[src/rtl/ysyx_22040750_ifu.sv]
// Instruction fetch unit: owns the PC, fetches one instruction per accepted
// dnpc and hands {pc, snpc, inst} to the IF/ID register over valid/ready.
module ysyx_22040750_ifu #(
  parameter logic [31:0] RESET_PC = 32'h8000_0000
) (
  input  logic        I_clk,
  input  logic        I_rst,
  input  logic        I_dnpc_valid,
  input  logic [31:0] I_dnpc,
  output logic        O_dnpc_ready,
  output logic        O_imem_req_valid,
  output logic [31:0] O_imem_addr,
  input  logic        I_imem_req_ready,
  input  logic        I_imem_rsp_valid,
  input  logic [31:0] I_imem_rsp_data,
  input  logic        I_flush,
  output logic        O_IF_ID_valid,
  input  logic        I_IF_ID_ready,
  output logic [31:0] O_IF_ID_pc,
  output logic [31:0] O_IF_ID_snpc,
  output logic [31:0] O_IF_ID_inst,
  output logic        O_IF_ID_misalign
);

  typedef enum logic [2:0] {
    S_BOOT, S_REQ, S_WAIT, S_DROP, S_OUT, S_PC
  } state_t;

  localparam logic [31:0] NOP_INST = 32'h0000_0013;

  state_t      state;
  logic [31:0] pc;
  logic [31:0] inst;
  logic        misalign;
  logic        flush_pending;

  // A flush never withdraws an issued request; it only marks the response to be discarded.
  always_ff @(posedge I_clk or posedge I_rst) begin
    if (I_rst) begin
      state         <= S_BOOT;
      pc            <= RESET_PC;
      inst          <= 32'h0;
      misalign      <= 1'b0;
      flush_pending <= 1'b0;
    end else begin
      case (state)
        S_BOOT: state <= S_REQ;
        S_REQ: begin
          if (I_flush) flush_pending <= 1'b1;
          if (I_imem_req_ready)
            state <= (flush_pending || I_flush) ? S_DROP : S_WAIT;
        end
        S_WAIT: begin
          if (I_flush) begin
            if (I_imem_rsp_valid) begin
              state <= S_PC;
            end else begin
              flush_pending <= 1'b1;
              state         <= S_DROP;
            end
          end else if (I_imem_rsp_valid) begin
            inst  <= I_imem_rsp_data;
            state <= S_OUT;
          end
        end
        S_DROP: begin
          if (I_imem_rsp_valid) begin
            flush_pending <= 1'b0;
            state         <= S_PC;
          end
        end
        S_OUT: begin
          if (I_flush || I_IF_ID_ready) state <= S_PC;
        end
        S_PC: begin
          if (I_dnpc_valid) begin
            pc <= I_dnpc;
            if (I_dnpc[1:0] == 2'b00) begin
              misalign <= 1'b0;
              state    <= S_REQ;
            end else begin
              misalign <= 1'b1;
              inst     <= NOP_INST;
              state    <= S_OUT;
            end
          end
        end
        default: state <= S_BOOT;
      endcase
    end
  end

  assign O_dnpc_ready     = (state == S_PC);
  assign O_imem_req_valid = (state == S_REQ);
  assign O_IF_ID_valid    = (state == S_OUT);
  assign O_imem_addr      = pc;
  assign O_IF_ID_pc       = pc;
  assign O_IF_ID_snpc     = pc + 32'd4;
  assign O_IF_ID_inst     = inst;
  assign O_IF_ID_misalign = misalign;

endmodule

[config.mk]
export PLATFORM = sky130hd
export DESIGN_NAME = ysyx_22040750_ifu
export DESIGN_NICKNAME = d
export VERILOG_FILES = /design/src/rtl/ysyx_22040750_ifu.sv
export SDC_FILE = /design/constraint.sdc
export NUM_CORES = 1
export LEC_CHECK = 0
export CAP_MARGIN = 20
export CORE_ASPECT_RATIO = 0.7
export CORE_UTILIZATION = 39
export CTS_BUF_LIST = sky130_fd_sc_hd__clkbuf_4 sky130_fd_sc_hd__clkbuf_8 sky130_fd_sc_hd__clkbuf_16
export DETAILED_ROUTE_END_ITERATION = 12
export PLACE_DENSITY_LB_ADDON = 0.1
export SLEW_MARGIN = 10
export SYNTH_ARGS = -nofsm -noshare
export SYNTH_HDL_FRONTEND = slang
export SYNTH_SLANG_ARGS = --single-unit
[constraint.sdc]
create_clock -name I_clk -period 2.15 [get_ports I_clk]
set_input_delay 0.215 -clock I_clk [delete_from_list [all_inputs] [get_ports I_clk]]
set_output_delay 0.215 -clock I_clk [all_outputs]
set_load 0.01 [all_outputs]
==> impl_metrics.py <==
metrics = {
    "detailed_routing": {
        "wire_per_inst_um": 15.3,
        "antenna_left": 0,
        "vias": 3445,
        "first_pass_iters": 4,
        "drtIter0Drc": 129,
        "routed_wl_um": 10900,
        "viasPerCell": 4.82,
        "route.detailed.drc": 0,
    },
    "global_route": {
        "use_met2": 0.387,
        "grt_first_pass_wirelength_um": 17600,
        "grt_max_degree": 44,
        "met3_usage": 0.0666,
        "grt_pass1_vias": 3342,
        "grt-busiest-layer": "met2",
        "grt_usage": 0.229,
        "antenna_found_initial": 0,
        "grt_use_met1": 0.289,
        "grt_overflow": 0,
    },
    "clock_tree": {
        "clk_latency_ns": 0.33,
        "htreeDepth": 3,
        "clock_sinks": 69,
        "cts_root_buffer": "clkbuf_16",
        "clkTransAtPathRegs_ns": 0.06,
        "cts_tree": "yes",
        "cts_buffer_depth": 2,
        "cts_buffers": 9,
    },
    "floorplan": {
        "dieArea_um2": 9740,
        "num_rows": 29,
        "io_pins": 203,
        "coreArea_um2": 9070,
        "start_util": 0.402,
        "die_h_um": 82.9,
        "die_x_um": 118,
    },
    "sta": {
        "fmax_mhz": 453,
        "worst_hold_slack_ns": 0.137,
        "drv_slew": 0,
        "fin_crit_ns": 2.21,
        "final_hold_viol_count": 0,
        "worst_pin_slew_ns": 0.461,
        "rsz0062_at_grt": "true",
        "maxSlewHeadroom": 0.692,
        "finalSetupViolations": 1,
        "finalCritPeriodShare": 1.03,
        "skew_ns": 0.00764,
        "worst_slack_ns": -0.0557,
    },
    "synthesis": {
        "synth-edff-count": 0,
        "ys_types": 40,
        "ys.flop_type": "dfrtp_1",
        "async_reset_ff_frac": 1.00,
        "ys_seq_area_frac": 0.474,
        "avgSynthCellArea_um2": 9.85,
        "netlist_area_um2": 3640,
        "synth_cells": 370,
        "synth_nets": 442,
        "yosysWarnings": 0,
        "ys_seq_elements": 69,
    },
    "placement": {
        "hpwl_um": 8000,
        "place.port_buffers": 202,
        "dp_cells": 688,
        "place_congestion": 0.825,
    },
    "outcome": {
        "failed_checks": "setup timing",
        "status": "finished with violations",
    },
    "setup_path": {
        "crit_fanout": 6,
        "slowest_delay_ns": 0.63,
        "r2r_setup_slack_ns": 0.40,
        "cp.arrival_ns": 1.99,
        "startpoint": "O_IF_ID_pc[16]",
        "r2r-start": "state[2]",
        "end_kind": "output pin",
        "cp-start-kind": "flip-flop",
        "crit_chain": "nand4_2, or4_4, nor4_4, xnor2_1, buf_2",
        "cpMaxStageDelayCell": "or4_4",
        "cp_data_required_time_ns": 1.93,
        "critical_path_class": "reg2out",
    },
    "worst_hold_path": {
        "worst_hold_path_type": "in2async",
    },
    "layout": {
        "stdcell_count": 714,
        "layout_commonest_cell": "clkdlybuf4s50_1",
        "nFillCells": 686,
        "n_antenna_cell": 0,
        "drive_above_1_share": 0.239,
        "final_cell_mix": "179 x clkdlybuf4s50_1, 74 x nand2_1, 68 x dfrtp_1, 50 x buf_4, 39 x nand3_1",
        "nets": 657,
        "fin_util": 0.697,
        "syn_to_final_growth_pct": 73.6,
    },
    "pwr": {
        "p_leak_nw": 2.86,
        "powerDensity_nw_per_um2": 1550,
        "ir_worst_vdd_uv": 830,
        "power_mw": 9.82,
    },
    "job": {
        "max_cap_viol_count": 0,
    },
}
-- per-layer routing --
metal | routed length, um | up-vias | part of all wire
met5 | 0 | - | 0
met4 | 110 | 0 | 0.010
met3 | 622 | 12 | 0.057
met2 | 5440 | 122 | 0.50
met1 | 4750 | 1670 | 0.43
li1 | - | 1641 | -
-- through the flow --
step | setup slack (ns) | TNS, ns | area, um2
finish | -0.0557 | -0.0557 | 6320
global route | -0.110 | -0.518 | 6320
CTS | -0.0497 | -0.122 | 6230
detailed placement | -0.186 | -1.65 | 5840
global placement | -0.0760 | -0.627 | 5840
floorplan | 0.197 | 0 | 3640
-- worst paths after layout --
check                                   endpoint  cells past startpoint
worst max-delay path            O_IF_ID_snpc[25]                      5
worst min-delay path                    state[2]                      2
worst max register to register    O_IF_ID_pc[13]                      4
worst min register to register  O_IF_ID_inst[15]                      2
max in group asynchronous         O_IF_ID_pc[31]                      3
min in group I_clk              O_IF_ID_inst[17]                      3
-- state kept, by name, summed over array words and instances (netlist names) --
| name | flops |
|---|---|
| state | 3 |
| O_IF_ID_misalign | 1 |
| O_IF_ID_inst | 32 |
| flush_pending | 1 |
| O_IF_ID_pc | 32 |
-- critical path, delay by kind of cell (launching register included) --
family	cells	cell delay, ns
and+or+nand+nor	3	0.95
xor gates and xnor gates	1	0.17
buffers and inverters	1	0.17
DFF	1	0.37
-- power breakdown --
part / total [mW] / leakage (nW) / switching [mW] / internal [mW]
Combinational: 5.68 / 1.86 / 2.44 / 3.24
Sequential: 2.50 / 0.842 / 0.531 / 1.97
Clock: 1.64 / 0.162 / 0.556 / 1.08
Total: 9.82 / 2.86 / 3.53 / 6.29
-- cells by family (layout without fill, tap and decap cells) --
family          count (synthesis)  after routing  synth area share
mux                            33             33             0.102
xor+xnor                       28             28            0.0673
compound gates                 17             17            0.0295
flops                          69             69             0.474
fa+ha+maj                       1              1           0.00343
simple gates                  161            161             0.222
buf+inv                        61            281             0.102
-- cell type report --
cell class / instances / area, um2 / area share
timing repair buffer: 255 / 2390 / 0.377
sequential: 69 / 1730 / 0.273
multi-input combinational: 240 / 1680 / 0.266
clock buffer: 11 / 253 / 0.0400
tap: 124 / 155 / 0.0245
clock inverter: 5 / 81.3 / 0.0129
inverter: 10 / 37.5 / 0.00593
-- synth_stat cells (2+ instances only) --
library cell | count | area share
o21ai_0 | 8 | 0.011
xnor2_1 | 18 | 0.043
nand3b_1 | 2 | 0.0041
buf_4 | 34 | 0.070
nand3_1 | 41 | 0.056
nand4_2 | 2 | 0.0069
a21oi_1 | 3 | 0.0041
xor2_1 | 10 | 0.024
nand2_1 | 75 | 0.077
nor3_1 | 4 | 0.0055
clkbuf_1 | 11 | 0.011
and4_1 | 3 | 0.0072
nor2b_1 | 4 | 0.0069
inv_1 | 10 | 0.010
nor3_2 | 3 | 0.0082
nand4_1 | 5 | 0.0086
buf_2 | 5 | 0.0069
mux2_2 | 33 | 0.10
nor2_1 | 10 | 0.010
dfrtp_1 | 68 | 0.47
and3_1 | 2 | 0.0034
-- what timing repair did --
| item | CTS | global route |
|---|---|---|
| pin swaps | 7 | 12 |
| endpoints found under the setup margin | 23 | 16 |
| buffers inserted | 5 | 5 |
| hold buffers | 0 | 0 |
| gates resized for setup | 85 | 8 |
Power figures use the tool's default switching activity.
